**src/rtl/shift_ctrl_pkg.sv**
```systemverilog
`default_nettype none
// ============================================================================
// Module   : shift_ctrl_pkg
// Purpose  : Shared types and helpers for the shift-register window
//            controller. This package holds the controller state encoding and
//            the counter width helper used by the top and its counters.
// Revision : 1.0 - initial release
// ============================================================================
package shift_ctrl_pkg;

    // Controller states:
    //   FILL - collecting a fresh window
    //   WIN  - window presented downstream
    //   STEP - advancing the window by the stride
    typedef enum logic [1:0] {
        FILL = 2'd0,
        WIN  = 2'd1,
        STEP = 2'd2
    } win_state_e;

    // Returns the number of bits needed to count from 0 to n inclusive.
    function automatic int cnt_width(input int n);
        return $clog2(n + 1);
    endfunction

endpackage
`default_nettype wire

```
**src/rtl/shift_window_ctrl_counter.sv**
```systemverilog
`default_nettype none
// ============================================================================
// Module   : mod_counter
// Purpose  : Up-counter with clear and increment enable. The counter wraps
//            naturally at 2^WIDTH. Clear has priority over increment.
// Ports    : clk_i     - clock, rising edge
//            reset_n_i - asynchronous active-low reset
//            clear_i   - synchronous clear to zero
//            inc_i     - increment by one
//            count_o   - current count
// Revision : 1.0 - initial release
// ============================================================================
module mod_counter #(
    parameter int WIDTH = 4
) (
    input  logic             clk_i,
    input  logic             reset_n_i,
    input  logic             clear_i,
    input  logic             inc_i,
    output logic [WIDTH-1:0] count_o
);

    logic [WIDTH-1:0] r_count;

    always_ff @(posedge clk_i or negedge reset_n_i) begin
        if (!reset_n_i) begin
            r_count <= '0;
        end else if (clear_i) begin
            r_count <= '0;
        end else if (inc_i) begin
            r_count <= r_count + WIDTH'(1);
        end
    end

    assign count_o = r_count;

endmodule
`default_nettype wire

```
**src/rtl/shift_window_ctrl.sv**
```systemverilog
`default_nettype none
// ============================================================================
// Module   : shift_window_ctrl
// Purpose  : Sequencer for the shift-register window buffer in front of the
//            FIR/CNN conv stage. It takes an upstream valid/ready sample
//            stream, drives the buffer shift enable, and presents a full
//            window until downstream accepts it. STRIDE new samples are
//            taken between windows, and the fill restarts after last_i.
// Ports    : clk_i       - clock, rising edge
//            reset_n_i   - asynchronous active-low reset
//            valid_i     - upstream sample valid
//            last_i      - final sample of the sequence (qualifies valid_i)
//            ready_o     - controller can take a sample
//            shift_en_o  - shift strobe to the window buffer
//            valid_o     - buffer holds a complete window
//            ready_i     - downstream consumes the window
//            fill_cnt_o  - samples currently held in the window
//            win_idx_o   - index of the presented window (optional)
// Config   : `SHIFT_WINDOW_CTRL_IDX_EN adds the win_idx_o window index counter.
// Revision : 1.0 - initial release
// ============================================================================
module shift_window_ctrl
    import shift_ctrl_pkg::*;
#(
    parameter  int REGISTER_LENGTH = 10,
    parameter  int STRIDE          = 1,
    localparam int CNT_W           = cnt_width(REGISTER_LENGTH)
) (
    input  logic             clk_i,
    input  logic             reset_n_i,
    input  logic             valid_i,
    input  logic             last_i,
    output logic             ready_o,
    output logic             shift_en_o,
    output logic             valid_o,
    input  logic             ready_i,
    output logic [CNT_W-1:0] fill_cnt_o
`ifdef SHIFT_WINDOW_CTRL_IDX_EN
    ,
    output logic [15:0]      win_idx_o
`endif
);

    localparam logic [CNT_W-1:0] c_FULL      = CNT_W'(REGISTER_LENGTH);
    localparam logic [CNT_W-1:0] c_FULL_M1   = CNT_W'(REGISTER_LENGTH - 1);
    localparam logic [CNT_W-1:0] c_STRIDE_M1 = CNT_W'(STRIDE - 1);

    if ((REGISTER_LENGTH < 2) || (STRIDE < 1) || (STRIDE > REGISTER_LENGTH)) begin : g_bad_params
        $error("shift_window_ctrl: invalid REGISTER_LENGTH/STRIDE combination");
    end

    win_state_e       r_state;
    win_state_e       w_next_state;
    logic             r_last_seen;
    logic [CNT_W-1:0] w_fill_cnt;
    logic [CNT_W-1:0] w_stride_cnt;
    logic             w_ready;
    logic             w_accept;
    logic             w_fill_inc;
    logic             w_fill_clr;
    logic             w_stride_inc;
    logic             w_stride_clr;
    logic             w_set_last;
    logic             w_clr_last;

    // Gating ready with reset keeps the buffer from shifting while the
    // controller is held in reset.
    assign w_ready  = reset_n_i && (r_state != WIN);
    assign w_accept = valid_i && w_ready;

    always_ff @(posedge clk_i or negedge reset_n_i) begin
        if (!reset_n_i) begin
            r_state     <= FILL;
            r_last_seen <= 1'b0;
        end else begin
            r_state <= w_next_state;
            if (w_set_last) begin
                r_last_seen <= 1'b1;
            end else if (w_clr_last) begin
                r_last_seen <= 1'b0;
            end
        end
    end

    always_comb begin
        w_next_state = r_state;
        w_fill_inc   = 1'b0;
        w_fill_clr   = 1'b0;
        w_stride_inc = 1'b0;
        w_stride_clr = 1'b0;
        w_set_last   = 1'b0;
        w_clr_last   = 1'b0;
        case (r_state)
            FILL: begin
                if (w_accept) begin
                    if (w_fill_cnt == c_FULL_M1) begin
                        // last_i on the completing sample still yields a window.
                        w_fill_inc   = 1'b1;
                        w_next_state = WIN;
                        w_set_last   = last_i;
                    end else if (last_i) begin
                        // Sequence ended before the window filled: drop it.
                        w_fill_clr = 1'b1;
                    end else begin
                        w_fill_inc = (w_fill_cnt != c_FULL);
                    end
                end
            end
            WIN: begin
                if (ready_i) begin
                    if (r_last_seen) begin
                        w_next_state = FILL;
                        w_fill_clr   = 1'b1;
                        w_clr_last   = 1'b1;
                    end else begin
                        w_next_state = STEP;
                        w_stride_clr = 1'b1;
                    end
                end
            end
            STEP: begin
                if (w_accept) begin
                    w_stride_inc = 1'b1;
                    w_set_last   = last_i;
                    // A short stride is presented if the sequence ends early.
                    if (last_i || (w_stride_cnt == c_STRIDE_M1)) begin
                        w_next_state = WIN;
                    end
                end
            end
            default: begin
                w_next_state = FILL;
            end
        endcase
    end

    mod_counter #(.WIDTH(CNT_W)) u_fill_cnt (
        .clk_i     (clk_i),
        .reset_n_i (reset_n_i),
        .clear_i   (w_fill_clr),
        .inc_i     (w_fill_inc),
        .count_o   (w_fill_cnt)
    );

    mod_counter #(.WIDTH(CNT_W)) u_stride_cnt (
        .clk_i     (clk_i),
        .reset_n_i (reset_n_i),
        .clear_i   (w_stride_clr),
        .inc_i     (w_stride_inc),
        .count_o   (w_stride_cnt)
    );

`ifdef SHIFT_WINDOW_CTRL_IDX_EN
    // The final window of a sequence increments and clears on the same
    // edge; the clear wins so the next sequence starts at index 0.
    mod_counter #(.WIDTH(16)) u_win_idx (
        .clk_i     (clk_i),
        .reset_n_i (reset_n_i),
        .clear_i   (w_clr_last),
        .inc_i     ((r_state == WIN) && ready_i),
        .count_o   (win_idx_o)
    );
`endif

    assign ready_o    = w_ready;
    assign shift_en_o = w_accept;
    assign valid_o    = (r_state == WIN);
    assign fill_cnt_o = w_fill_cnt;

endmodule
`default_nettype wire

```
**config.mk**
```make
export PLATFORM = sky130hd
export DESIGN_NAME = shift_window_ctrl
export DESIGN_NICKNAME = d
export VERILOG_FILES = /design/src/rtl/shift_ctrl_pkg.sv /design/src/rtl/shift_window_ctrl_counter.sv /design/src/rtl/shift_window_ctrl.sv
export SDC_FILE = /design/constraint.sdc
export NUM_CORES = 1
export LEC_CHECK = 0
export ABC_CLOCK_PERIOD_IN_PS = 2100
export CAP_MARGIN = 10
export CORE_MARGIN = 2
export CORE_UTILIZATION = 49
export DETAILED_ROUTE_END_ITERATION = 8
export HOLD_SLACK_MARGIN = 0.08
export PLACE_DENSITY = 0.76
export SLEW_MARGIN = 40
export SYNTH_ARGS = -nofsm -noshare
export SYNTH_HDL_FRONTEND = slang
export SYNTH_SLANG_ARGS = --single-unit
```
**constraint.sdc**
```tcl
create_clock -name clk_i -period 2.1 [get_ports clk_i]
set_clock_uncertainty 0.15 [all_clocks]
set_input_delay 0.42 -clock clk_i [delete_from_list [all_inputs] [get_ports clk_i]]
set_output_delay 0.42 -clock clk_i [all_outputs]
set_load 0.1 [all_outputs]
```
---- Yosys cells after proc, flatten, opt, wreduce, memory -nomap -nowiden ----
Cells that the tools add are included.
word-level totals
  register bits ........................... 11
  bits of input ports ..................... 5
operators by class
  add/subtract/negate cells ............... 2
  equality and inequality tests ........... 10
  multiplexer cells ....................... 33
  reductions and logical operators ........ 9
operators by type and width
  cell                                                    count
  two-way mux 1 bit                                       20
  two-way mux 4 bit                                       4
  two-way mux 2 bit                                       6
  adder 4 x 1 -> 4 bit (second input constant)            2
  inequality test 2 bit (second input constant)           4
  case mux 2 bit (3 select lines)                         1
  nonzero test 2 bit                                      3
  AND reduction 5 bit                                     1
  == test 4 bit (second input constant)                   1
  zero test 4 bit                                         1
  inequality test 2 x 1 -> 1 bit (second input constant)  2
  inequality test 4 bit (second input constant)           1
  case mux 1 bit (2 select lines)                         2
  == test 2 x 1 -> 1 bit (second input constant)          1
  == test 2 bit (second input constant)                   1
  logical AND 1 bit                                       2
  zero test 2 bit                                         1
  logical OR 1 bit                                        1

---- Depth between registers and ports, before layout ----
Gate-level depths: netlist of run 1.
  depth in word-level cells ............... 7
  mapped depth ............................ 6
  mapped depth without buffers ............ 6

---- By module ----
A second synthesis of run 1 with hierarchy kept.
second synthesis, totals
  cells, all modules ...................... 63
  area total of the unflattened synthesis .. 636.9 µm²
by module, submodules not included
  module             instances  cells each  area an instance (µm²)
  mod_counter        2          16          192.7
  shift_window_ctrl  1          31          251.5

---- Least setup slack after synthesis of run 1 ----
OpenSTA, ideal clock, no wires.
  path type ............................... register to output
  from .................................... reg r_state[1]
  to ...................................... out shift_en_o
  data arrival time ....................... 2.960 ns
  data required time ...................... 1.530 ns
  setup slack ............................. -1.430 ns
  stages on the path, launching flop included .. 3
  buffers on the path ..................... 0
  path through ............................ dfrtp_1 -> nor2b_1 -> nor2_1
on the way
  word-level cells in the longest chain between the ends .. 3
ends and longest elaborated chain
  element                         RTL line                 RTL
  start, declared                 shift_window_ctrl.sv:52  win_state_e r_state;
  start signal, assigned          shift_window_ctrl.sv:76  r_state <= w_next_state;
  inequality test 2 x 1 -> 1 bit  shift_window_ctrl.sv:68  assign w_ready = reset_n_i && (r_state != WIN);
  logical AND 1 bit               shift_window_ctrl.sv:68
  logical AND 1 bit               shift_window_ctrl.sv:69  assign w_accept = valid_i && w_ready;
  end, declared                   shift_window_ctrl.sv:34  output logic shift_en_o,
Every way passes these cells.

---- Final worst setup path of run 1 ----
  from .................................... in valid_i
  to ...................................... out shift_en_o
on the way
  word-level cells in the longest chain between the ends .. 1
ends and longest elaborated chain
  element            RTL line                 RTL
  start, declared    shift_window_ctrl.sv:31  input logic valid_i,
  logical AND 1 bit  shift_window_ctrl.sv:69
Every way passes these cells.

==> impl_summary.md, run 1 <==
Run status
The run finished with clean final reports.

Synthesis
The number of enable flip-flop cells after synthesis is 0. The netlist area before placement is between 600 and 700 um^2. The average instance area after synthesis is 9.38 um^2. The share of the synthesized area in the top cell type is about two fifths. The number of storage elements in the synthesis netlist is 11.

The dominant register cell in the synthesized netlist is dfrtp_1. Yosys instantiated no cell more often than dfrtp_1. The number of standard cells after synthesis is ~70. Synthesis instantiated 22 different standard cells from the library. Counting flops with an async set or reset pin after synthesis yields a share of 100%. Yosys attributes the largest share of cell area to dfrtp_1, ha_1, nand2_1. During synthesis, Yosys emitted a total of 0 warnings. After synthesis, the most frequently instantiated cells are dfrtp_1, nand2_1, inv_1, o21ai_0. The cell accounting for the most synthesized area is dfrtp_1. The post-synthesis net count is 82. For this run, the register share of the synthesized area comes to between 40 and 50%.

Layout
Leaving out filler cells and counting taps, the final layout contains around 110. Cells with a size suffix above 1 make up around a quarter of the layout. The utilization of the core after routing is 72.2%. The final antenna diode count is 0. The signed area change from the synthesized netlist to the final layout is 39.1%. The final layout net count is between 100 and 150.

CTS
The total number of H-tree levels is 1. The clock-pin transition on the worst setup and hold timing paths is approximately 70 ps. CTS saw 11 sinks. The worst-skew pair later-pin latency is 270 ps. TritonCTS built the clock tree. Buffers inserted during clock tree synthesis total 3. The cell at the root of the clock tree is clkbuf_4.

The clock tree buffer depth is 2. The number of setup buffers added after CTS is 0.

Worst setup path
The setup slack of the worst register-to-register path is 410 ps. Data arrives at the worst endpoint at around 1400 ps. The type of element capturing the critical path is an output port. The highest fanout seen on the critical path is 4. The critical path launch point type is an input pin. The worst setup path is of the input pin to output port kind. The data required time of the critical path is about 1500 ps.

Global routing
The number of global-route vias before repair is 504. Entering global routing, the biggest net connects 9 pins. The global-route wire length before repair is around 2100 um.

Global routing finished with a remaining overflow of 0. The number of antenna violations at the first check in global routing is 0. In the global route stage, overall resource usage came out at 19.6%.

STA
The slew at the pin closest to its max-slew limit is between 300 and 400 ps. The max-slew headroom at the worst pin is 73.9%. The smallest setup slack after layout is 105 ps.

Setup repair after global routing left no endpoint under its margin. The final setup violation count is 0. After layout, the worst path uses a little over nine tenths of the clock period. The count of final hold-check violations came to 0. The clock period minus worst slack is approximately 2000 ps.

The max-slew violation count was 0. The maximum operating frequency is ~500 MHz. The minimum hold slack is roughly 220 ps.

Die
The overall die width is 41.1 um. The number of top-level pins is 12. The initial core utilization is approximately half. The die footprint is about 1700 um^2. The total area inside the core boundary comes to around 1300 um^2. The count of standard-cell rows is 13. The die outline height is a little over 40 um.

Routing
Once detail routing completed, the nets flagged for antenna violations numbered 0. The number of detailed-route iterations in the first pass is 4. Wires add up to about 1300 um. After detailed routing, the number of remaining DRC violations is 0. The violation count after the first detailed-route iteration is 8. The mean routed wirelength per cell is about 13 um.

Using the TritonRoute via totals, the vias-per-cell ratio works out to 5.39. Summing over every cut layer, the via total after detailed routing is roughly 570.

Pwr
The combinational group share of total power is between 50% and 60%. The clock network burns approximately 14% of the power. The sequential fraction of design power is approximately a third. The analysis attributes to net switching a power of 0.491 mW. Dividing total power by cell area gives a power density of roughly 1100 nW/um^2. Summed over all cells, the static leakage comes to between 0.4 and 0.5 nW.

The switching part of the total power is 47.2%. The peak supply drop is around 0.00057 V. The internal power is approximately 0.55 mW.

Placement
After legalization and detailed placement, the total HPWL measured about 1000 um. The number of I/O port buffers is 11. The placed cell count is 100. The worst slack at placement is -16.3 ps.

The placer's final routability congestion estimate is 0.737.

Job
The number of maximum-capacitance constraint violations is 0.

Min path
The path class of the tightest hold or removal check is input pin to asynchronous set/reset pin.
-- power groups by stage --
stage	registers, mW	clock network (mW)	logic, mW
after floorplan	0.500	0	0.200
after global placement	0.360	0	0.532
after detailed placement	0.363	0	0.539
after CTS	0.359	0.145	0.544
after global routing	0.370	0.156	0.574
final	0.358	0.145	0.538
-- critical path: stages --
cell and delay [ps]:
clkdlybuf4s50_1 560, nand2_1 110, nor2_2 150, buf_12 190
-- path summary, 6_finish.rpt --
check / from / to / cells after the start
min in group clk_i: r_last_seen / r_state[1] / 1
worst min register to register: r_last_seen / r_state[1] / 1
worst max-delay path: valid_i / shift_en_o / 4
max in group asynchronous: reset_n_i / r_state[0] / 2
worst max register to register: u_fill_cnt.count_o[1] / u_fill_cnt.count_o[2] / 6
worst min-delay path: reset_n_i / u_stride_cnt.count_o[3] / 2
-- kinds of logic after synthesis --
| family | Yosys count | share of synthesized area [%] |
|---|---|---|
| flip-flops | 11 | 40.7 |
| AND/OR/NAND/NOR | 30 | 27.8 |
| adder cells (fa/ha/maj) | 5 | 9.26 |
| AO/OA/AOI/OAI | 16 | 14.4 |
| buffers and inverters | 7 | 3.89 |
| XOR/XNOR | 3 | 3.89 |
-- cell usage in the layout, fill, tap and decap left out, types with 2 or more instances in the layout --
| master | netlist | routed |
|---|---|---|
| dfrtp_1 | 11 | 9 |
| nand3b_1 | 2 | 2 |
| a21oi_1 | 5 | 5 |
| ha_1 | 5 | 5 |
| dfrtp_2 | 0 | 2 |
| o21ai_0 | 7 | 7 |
| buf_12 | 0 | 7 |
| clkdlybuf4s50_1 | 0 | 3 |
| xor2_1 | 2 | 2 |
| nor2_1 | 5 | 4 |
| and3b_1 | 2 | 2 |
| nand2_1 | 10 | 10 |
| buf_4 | 0 | 2 |
| inv_1 | 7 | 7 |
| clkbuf_4 | 0 | 3 |
| or3_1 | 3 | 3 |
-- registers in the layout, summed over array words and instances (netlist names) --
name and flops:
u_fill_cnt.count_o 4, u_stride_cnt.count_o 4, r_state 2, r_last_seen 1
-- routing by layer --
metal	up-vias	wire [um]	GRT usage, %
met3	4	62	5.43
met4	0	28	11.3
met5	-	0	0
met1	263	591	22.7
met2	15	645	32.0
li1	284	-	-
-- metrics by stage --
stage / instance area (um^2) / power, mW / setup TNS, ps
after global placement: 905 / 0.892 / 0
after global routing: 940 / 1.10 / 0
after detailed placement: 905 / 0.903 / -16.3
final: 940 / 1.04 / 0
after CTS: 940 / 1.05 / 0
after floorplan: 691 / 0.700 / 0
-- layout make-up --
| class | count | area [um^2] |
|---|---|---|
| Inverter | 7 | 26.3 |
| Fill cell | 96 | 362 |
| Tap cell | 15 | 18.8 |
| Timing Repair Buffer | 14 | 204 |
| Multi-Input combinational cell | 54 | 387 |
| Clock buffer | 4 | 26.3 |
| Sequential cell | 11 | 278 |
-- what timing repair did --
action / CTS / global route
hold buffers: 1 / 0
endpoints found under the setup margin: 1 / 0
gates resized for setup: 1 / 0
hold endpoints to repair: 1 / 0
Power figures use the tool's default switching activity.
==> inputs of run 2 (changes only) <==
GPL_ROUTABILITY_DRIVEN = 0   (was default)
==> results of run 2 <==
The final DEF is identical to that of run 1; final timing and power are the same.
==> inputs of run 3 (changes only) <==
CTS_CLUSTER_SIZE = 28   (was default)
==> results of run 3 <==
The final DEF is identical to that of run 1; final timing and power are the same.
